===== src/rtl/uart_pkg.sv =====
// Shared constants and helpers for the UART data-path FIFOs.
package uart_pkg;

    localparam int UART_FIFO_WIDTH = 8;
    localparam int UART_FIFO_DEPTH = 16;

    localparam int FIFO_MODE_REG  = 0;
    localparam int FIFO_MODE_FWFT = 1;

    // Bits needed to address 'value' entries; returns 0 for value <= 1.
    function automatic int clog2(input int value);
        int result;
        int remaining;
        result    = 0;
        remaining = value - 1;
        while (remaining > 0) begin
            result++;
            remaining = remaining >> 1;
        end
        return result;
    endfunction

endpackage


===== src/rtl/uart_fifo_mem.sv =====
// FIFO storage: register array with a synchronous write port and an asynchronous read port.
module uart_fifo_mem #(
    parameter int DATA_WIDTH = 8,
    parameter int DEPTH      = 16,
    parameter int ADDR_WIDTH = 4
) (
    input  logic                  clk,
    input  logic                  w_en,
    input  logic [ADDR_WIDTH-1:0] w_addr,
    input  logic [DATA_WIDTH-1:0] w_data,
    input  logic [ADDR_WIDTH-1:0] r_addr,
    output logic [DATA_WIDTH-1:0] r_data
);

    logic [DATA_WIDTH-1:0] mem [DEPTH];

    // NOTE: storage is deliberately left out of reset; valid words are tracked by the pointers and level.
    always_ff @(posedge clk) begin
        if (w_en) begin
            mem[w_addr] <= w_data;
        end
    end

    assign r_data = mem[r_addr];

endmodule


===== src/rtl/uart_sync_fifo.sv =====
// Single-clock UART FIFO with level, programmable thresholds, sticky error flags, flush and FWFT mode.
module uart_sync_fifo
    import uart_pkg::*;
#(
    parameter int  DATA_WIDTH = UART_FIFO_WIDTH,
    parameter int  DEPTH      = UART_FIFO_DEPTH,
    parameter int  FWFT       = FIFO_MODE_REG,
    localparam int ADDR_WIDTH = clog2(DEPTH)
) (
    input  logic                  clk,
    input  logic                  rst,
    input  logic                  flush,
    input  logic                  w_en,
    input  logic [DATA_WIDTH-1:0] w_data,
    input  logic                  r_en,
    output logic [DATA_WIDTH-1:0] r_data,
    output logic                  r_valid,
    output logic                  full,
    output logic                  empty,
    output logic [ADDR_WIDTH:0]   level,
    input  logic [ADDR_WIDTH:0]   af_th,
    input  logic [ADDR_WIDTH:0]   ae_th,
    output logic                  almost_full,
    output logic                  almost_empty,
    output logic                  overflow,
    output logic                  underflow,
    input  logic                  err_clr
);

    localparam int                    LW         = ADDR_WIDTH + 1;
    localparam logic [ADDR_WIDTH-1:0] LAST_ADDR  = ADDR_WIDTH'(DEPTH - 1);
    localparam logic [LW-1:0]         FULL_LEVEL = LW'(DEPTH);

    logic [ADDR_WIDTH-1:0] w_ptr;
    logic [ADDR_WIDTH-1:0] r_ptr;
    logic [LW-1:0]         level_nxt;
    logic [DATA_WIDTH-1:0] mem_r_data;
    logic                  wr_ok;
    logic                  rd_ok;

    // Accept decisions look only at the registered flags, so a write into a full FIFO is refused even alongside a read.
    assign wr_ok = w_en & ~full  & ~flush;
    assign rd_ok = r_en & ~empty & ~flush;

    uart_fifo_mem #(
        .DATA_WIDTH(DATA_WIDTH),
        .DEPTH     (DEPTH),
        .ADDR_WIDTH(ADDR_WIDTH)
    ) u_mem (
        .clk   (clk),
        .w_en  (wr_ok),
        .w_addr(w_ptr),
        .w_data(w_data),
        .r_addr(r_ptr),
        .r_data(mem_r_data)
    );

    // NOTE: level_nxt is assigned a default first so no path through this block can infer a latch.
    always_comb begin
        level_nxt = level;
        if (flush) begin
            level_nxt = '0;
        end else if (wr_ok && !rd_ok) begin
            level_nxt = level + LW'(1);
        end else if (rd_ok && !wr_ok) begin
            level_nxt = level - LW'(1);
        end
    end

    // NOTE: state updates use <= so every register samples the pre-edge values of its neighbours.
    always_ff @(posedge clk or posedge rst) begin
        if (rst) begin
            w_ptr        <= '0;
            r_ptr        <= '0;
            level        <= '0;
            full         <= 1'b0;
            empty        <= 1'b1;
            almost_full  <= 1'b0;
            almost_empty <= 1'b1;
            overflow     <= 1'b0;
            underflow    <= 1'b0;
        end else begin
            if (flush) begin
                w_ptr <= '0;
                r_ptr <= '0;
            end else begin
                if (wr_ok) begin
                    w_ptr <= (w_ptr == LAST_ADDR) ? '0 : w_ptr + ADDR_WIDTH'(1);
                end
                if (rd_ok) begin
                    r_ptr <= (r_ptr == LAST_ADDR) ? '0 : r_ptr + ADDR_WIDTH'(1);
                end
            end
            level        <= level_nxt;
            full         <= (level_nxt == FULL_LEVEL);
            empty        <= (level_nxt == '0);
            almost_full  <= (level_nxt >= af_th);
            almost_empty <= (level_nxt <= ae_th);
            // A new error event wins over a simultaneous clear.
            overflow     <= (w_en & full  & ~flush) | (overflow  & ~err_clr);
            underflow    <= (r_en & empty & ~flush) | (underflow & ~err_clr);
        end
    end

    if (FWFT == FIFO_MODE_FWFT) begin : g_fwft
        assign r_valid = ~empty;
        assign r_data  = empty ? '0 : mem_r_data;
    end else begin : g_reg
        // A flush forces rd_ok low, which also drops r_valid on the same edge.
        always_ff @(posedge clk or posedge rst) begin
            if (rst) begin
                r_data  <= '0;
                r_valid <= 1'b0;
            end else begin
                r_valid <= rd_ok;
                if (rd_ok) begin
                    r_data <= mem_r_data;
                end
            end
        end
    end

endmodule


===== config.mk =====
export PLATFORM = sky130hd
export DESIGN_NAME = uart_sync_fifo
export DESIGN_NICKNAME = d
export VERILOG_FILES = /design/src/rtl/uart_pkg.sv /design/src/rtl/uart_fifo_mem.sv /design/src/rtl/uart_sync_fifo.sv
export SDC_FILE = /design/constraint.sdc
export NUM_CORES = 1
export LEC_CHECK = 0
export CAP_MARGIN = 20
export CORE_ASPECT_RATIO = 2
export CORE_MARGIN = 4
export CORE_UTILIZATION = 51
export CTS_CLUSTER_SIZE = 25
export DETAILED_ROUTE_END_ITERATION = 8
export DONT_BUFFER_PORTS = 1
export GPL_ROUTABILITY_DRIVEN = 0
export GPL_TIMING_DRIVEN = 0
export PLACE_DENSITY = 0.76
export SLEW_MARGIN = 20
export SYNTH_ARGS = -nofsm -noshare
export SYNTH_HDL_FRONTEND = slang
export SYNTH_HIERARCHICAL = 1
export SYNTH_SLANG_ARGS = --single-unit

===== constraint.sdc =====
create_clock -name clk -period 6.4 [get_ports clk]
set_input_delay 0.96 -clock clk [delete_from_list [all_inputs] [get_ports clk]]
set_output_delay 0.96 -clock clk [all_outputs]
set_load 0.03 [all_outputs]

==> results of run 1 <==
## through the flow
step | cells | hold slack [ps] | util (%)
after floorplan | 374 | 556.9 | -
after global placement | 524 | 597.1 | 53.54
after detailed placement | 524 | 633.9 | 53.66
after CTS | 556 | 617.2 | 58.68
after global routing | 556 | 520.4 | 58.72
final | 556 | 498.9 | 58.72
## state kept, by name, summed over array words and instances (netlist names), 4 cells and up
signal and count:
u_mem/mem 128, r_ptr 4, level 5, w_ptr 4, r_data 8
## final cells by class
cell class                      count  area (µm²)
Tap cell                          150       187.7
Inverter                           15       56.30
Sequential cell                   156        4547
Clock inverter                     12       197.7
Buffer                             14       112.6
Fill cell                         947        5213
Clock buffer                       20       436.7
Multi-Input combinational cell    189        1877
## worst max-delay path by stage
stage	from	endpoint	slack [ps]	cells past startpoint
floorplan	flush	u_mem/mem[0][0]	3350	5
global placement	flush	u_mem/mem[0][1]	2880	5
detailed placement	flush	u_mem/mem[2][1]	3090	5
CTS	level[0]	almost_empty	3360	10
global route	level[0]	almost_empty	3180	10
finish	level[0]	almost_empty	3420	10
## critical path, cell delays in order (launching register included)
cell and delay (ps):
dfrtp_1 640, inv_1 160, ha_1 370, a211oi_1 60, a311oi_1 510, ha_1 350
nor2b_1 130, o21a_1 160, o21a_1 160, o21a_1 170, o22ai_1 170
## routing by layer
layer / vias to the layer above / wire (µm) / GRT usage, %
met4: 0 / 663 / 11.71
met3: 29 / 716 / 5.455
met2: 136 / 7520 / 34.01
met1: 1737 / 4436 / 20.80
li1: 1515 / - / -
met5: - / 0 / 0
## layout by cell type (no fill, tap or decap), types with 5 or more instances in the layout
master	Yosys	layout
edfxtp_1	128	128
dfrtp_1	26	26
nor2_1	23	23
nand2_1	21	21
mux4_2	18	18
a22oi_1	17	17
clkbuf_16	0	17
inv_1	15	14
ha_1	14	14
mux4_1	14	14
a21oi_1	9	9
mux2_2	8	8
nor2b_1	6	6
o21ai_0	5	5
nand2b_1	5	5
nor3_1	9	5
nor3_2	1	5
bufinv_16	0	5
## where the power goes
group	total (W)	switching [W]	internal, W
Clock	0.00106	0.000372	0.000690
Sequential	0.00130	0.000142	0.00116
Combinational	0.000386	0.000193	0.000193
Total	0.00275	0.000708	0.00204
## cell families (layout without fill, tap and decap cells)
family | after synthesis | count (layout) | share of synthesized area [%]
compound gates | 45 | 45 | 4.988
mux | 42 | 42 | 13.59
fa+ha+maj | 14 | 14 | 2.665
buf+inv | 29 | 61 | 2.570
flops | 156 | 156 | 69.18
simple gates | 85 | 85 | 6.606
xor+xnor | 3 | 3 | 0.3998
==> metrics.yaml, run 1 <==
global_route:
  antenna_found_initial: 0
  first_global_vias: 3642
  groute.usage.overall_pct: 19.73
  grt_remaining_overflow: 0
  grt_max_degree: 29
  grt_pass1_wl_um: 20770
floorplanning:
  core_um2: 12630
  ios: 44
  dieArea_um2: 14880
  die_w_um: 88.27
  initial_utilization_pct: 52.05
  dieHeight_um: 168.5
  std_cell_rows: 58
route:
  first_pass_iters: 5
  wirelength_um: 13340
  ant_nets: 0
  drcViolationCount: 0
  wl_per_cell_um: 23.99
  drt_iter0_drc: 250
  vias: 3417
  viasPerCell: 6.146
timing:
  clock.fmax_mhz: 335.8
  drv_slew: 0
  layout_min_cycle_time_ps: 2978
  fin_setup_tns_ps: 0
  tightest_slew_ps: 868.4
  fin_crit_sh_pct: 46.53
  hold_violations: 0
  final.setup_skew_ps: 7.646
  max_slew_margin_pct: 41.89
  rsz0062_at_grt: "no"
  fin_ws_ps: 3422
  finalSetupViolCount: 0
yosys:
  synth_area_leaders: "edfxtp_1 (58%), dfrtp_1 (9.9%), mux4_2 (6.2%), mux4_1 (5.6%), ha_1 (2.7%)"
  ys_types: 48
  synthArstFlopShare_pct: 17.95
  yosys.cell_count.top_type: "edfxtp_1"
  synth_edf_count: 128
  synth_area_um2: 6573
  ys_seq_area_share_pct: 69.18
  synthFlopType: "edfxtp_1"
  synth_seq_cells: 156
  yosysTopAreaCell: "edfxtp_1"
  ys.warnings.count: 6
  syn_inst: 374
  synth_top_area_share_pct: 58.48
  synth_common_cells: "edfxtp_1 (128), dfrtp_1 (26), nor2_1 (23), nand2_1 (21), mux4_2 (18)"
  syn_area_per_cell_um2: 17.57
  synthesis.nets: 412
clocking:
  cts_sinks: 156
  cts_setup_buffers: 0
  htree_levels: 4
  cts_buffer_depth: 2
  ctsResizeCount: 0
  insertion_delay_ps: 410
  clock-root-buffer: "clkbuf_16"
  cts.clk_slew.worst_paths_ps: 60
  cts_tree: "done"
  cts_buffers: 17
  cts_hold_buffers: 0
pwr:
  leakage_nw: 2.587
  power.density_nw_per_um2: 370.8
  ir_drop_uv: 231.5
  p_total_w: 0.002750
finish:
  design_area_um2: 7415
  final_nets: 431
  area_delta_synth_final_pct: 12.81
  antennaDiodeCount: 0
  drive_above_1_share_pct: 21.43
run_status:
  status: "finished, final reports clean"
worst_setup_path:
  worst-setup-path-type: "flop to flop"
  crit_required_ps: 6730
  cp-start-kind: "flop"
  crit_arrival_ps: 3310
  rrSetupSlack_ps: 3420
  cp_max_fo: 8
  cp-end-kind: "flop"
  rr_worst_depth: 10
  r2r_start: "level[0]"
  r2r_end: "almost_empty"
place:
  dpl_cell_area_um2: 6775
  port_buffers: 0
  dp_worst_setup_slack_ps: 3086
  hpwl_um: 9215
job:
  maxCapViolCount: 0
hold_path:
  min_path_type: "input port to asynchronous set/reset pin"
Power figures use the tool's default switching activity.
==> run 2: changes to the inputs <==
==> constraint.sdc (replaced) <==
create_clock -name clk -period 3 [get_ports clk]
set_input_delay 0.45 -clock clk [delete_from_list [all_inputs] [get_ports clk]]
set_output_delay 0.45 -clock clk [all_outputs]
set_load 0.03 [all_outputs]
==> run 2 against run 1 <==
  * The run now ends with hold timing left
  * Global-route usage is the same
  * Via count grew 0.47%
  * Sequential share of layout area is essentially flat
  * Flip-flop and latch count is the same
  * Count of clock-buffer cells in the layout is the same
  * Critical endpoint unchanged
==> metrics.yaml, run 2 (synthesis results as in run 1) <==
worst_setup_path:
  rr_worst_depth: 10
  endpoint: "almost_empty"
  crit_family: "compound AO/OA/AOI/OAI gates"
  cp_num_buf_inv: 1
  worst-setup-path-type: "flop to flop"
  r2r_start: "level[1]"
  r2r_end: "almost_empty"
  cp-start-kind: "flop"
  cpMostUsedCell: "o21a_1"
  max_stage_delay_ps: 620
  crit_arrival_ps: 3130
  crit_path_cell_trace: "inv_1 -> ha_1 -> a211oi_1 -> a311oi_2 -> ha_1 -> nor2b_1 -> o21a_1 -> o21a_1 -> o21a_1 -> o22ai_1"
  crit_cells: 10
  rrSetupSlack_ps: 210
  crit_required_ps: 3340
  cp_max_fo: 7
  slowest_stage: "dfrtp_1"
  cp-end-kind: "flop"
  startpoint: "level[1]"
floorplanning:
  core_um2: 12630
  std_cell_rows: 58
  dieHeight_um: 168.5
  ios: 44
  initial_utilization_pct: 52.05
  dieArea_um2: 14880
  die_w_um: 88.27
job:
  maxCapViolCount: 0
finish:
  final_common_cell: "edfxtp_1"
  largestRegisters: "u_mem/mem x128, r_data x8, level x5"
  regMostFlops: "u_mem/mem"
  seqCellArea_um2: 4548
  area_delta_synth_final_pct: 12.93
  largest_register_ffs: 128
  final_cells: 556
  design_area_um2: 7422
  final_util_pct: 58.78
  antennaDiodeCount: 0
  multi_input_area_um2: 1883
  final_cell_mix: "edfxtp_1 (128), dfrtp_1 (25), nor2_1 (23), nand2_1 (21), mux4_2 (18)"
  drive_above_1_share_pct: 21.92
  fill_cells: 950
  final_nets: 431
timing:
  drv_slew: 0
  max_slew_margin_pct: 43.50
  rsz0062_at_grt: "no"
  hold_violations: 14
  clock.fmax_mhz: 357.9
  layout_min_cycle_time_ps: 2794
  finalSetupViolCount: 0
  fin_crit_sh_pct: 93.14
  tightest_slew_ps: 844.4
  fin_hold_ws_ps: -9.385
  final.setup_skew_ps: 6.907
route:
  drcViolationCount: 0
  vias: 3433
  wl_per_cell_um: 23.99
  ant_nets: 0
  first_pass_iters: 4
  drt_iter0_drc: 299
  wirelength_um: 13340
  viasPerCell: 6.174
global_route:
  grt_remaining_overflow: 0
  antenna_found_initial: 0
  groute.usage.overall_pct: 19.73
  grt_pass1_wl_um: 20770
  first_global_vias: 3642
  grt_max_degree: 29
place:
  port_buffers: 0
  dpl_cell_area_um2: 6775
  hpwl_um: 9215
  dp_cells: 524
hold_path:
  min_path_type: "input port to asynchronous set/reset pin"
pwr:
  leakage_nw: 2.587
  ir_drop_uv: 492.5
  power.density_nw_per_um2: 791.7
clocking:
  insertion_delay_ps: 420
  cts_buffers: 17
  cts_setup_buffers: 0
  cts.clk_slew.worst_paths_ps: 60
  ctsResizeCount: 1
  cts_buffer_depth: 2
  htree_levels: 4
  clock-root-buffer: "clkbuf_16"
  cts_tree: "done"
  cts_sinks: 156
  cts_hold_buffers: 0
run_status:
  violations: "hold timing"
  status: "complete, but fails checks"
==> run 2: layout make-up <==
type	instances	share of cell area [%]
Clock buffer	20	5.883
Tap cell	150	2.529
Inverter	15	0.7586
Clock inverter	12	2.664
Buffer	14	1.517
Multi-Input combinational cell	189	25.37
Sequential cell	156	61.28
==> run 2: power by group <==
part | internal [W] | leakage (nW) | switching [W]
registers | 0.00247 | 1.51 | 0.000303
clock network | 0.00147 | 0.304 | 0.000797
logic | 0.000416 | 0.771 | 0.000416
total | 0.00436 | 2.59 | 0.00152
==> run 2: worst min path at each step <==
| stage | from | endpoint | slack [ps] | cells past startpoint |
|---|---|---|---|---|
| finish | rst | overflow | -9 | 1 |
| global route | rst | overflow | 10 | 1 |
| CTS | w_data[1] | u_mem/mem[11][1] | 110 | 0 |
| detailed placement | w_data[6] | u_mem/mem[4][6] | 550 | 0 |
| global placement | w_data[6] | u_mem/mem[7][6] | 550 | 0 |
| floorplan | rst | almost_full | 510 | 1 |
==> run 2: metrics by stage <==
stage          setup TNS (ps)  hold WS, ps  worst slack, ps  total power (W)
5_1_grt                     0        12.07            19.69         0.006119
2_1_floorplan               0        513.9            458.4         0.003424
6_report                    0       -9.385            205.9         0.005876
3_5_place_dp           -42.03        549.8           -42.03         0.003650
4_1_cts                     0        107.2            105.1         0.005926
3_3_place_gp           -104.3        550.0           -13.48         0.003617
==> run 2: metal layers <==
layer / GRT usage [%] / up-vias / share of wire, %
met1: 20.80 / 1737 / 33
met3: 5.455 / 36 / 5.6
met4: 11.71 / 0 / 5.7
li1: - / 1516 / -
met2: 34.01 / 144 / 56
met5: 0 / - / 0
==> run 3: changes to the inputs <==
--- a/config.mk
+++ b/config.mk
@@ -9,6 +9,7 @@
 export CORE_ASPECT_RATIO = 2
 export CORE_MARGIN = 4
 export CORE_UTILIZATION = 51
+export CTS_CLUSTER_DIAMETER = 40
 export CTS_CLUSTER_SIZE = 25
 export DETAILED_ROUTE_END_ITERATION = 8
 export DONT_BUFFER_PORTS = 1
==> results of run 3 <==
The final DEF is identical to that of run 2; final timing and power are the same.
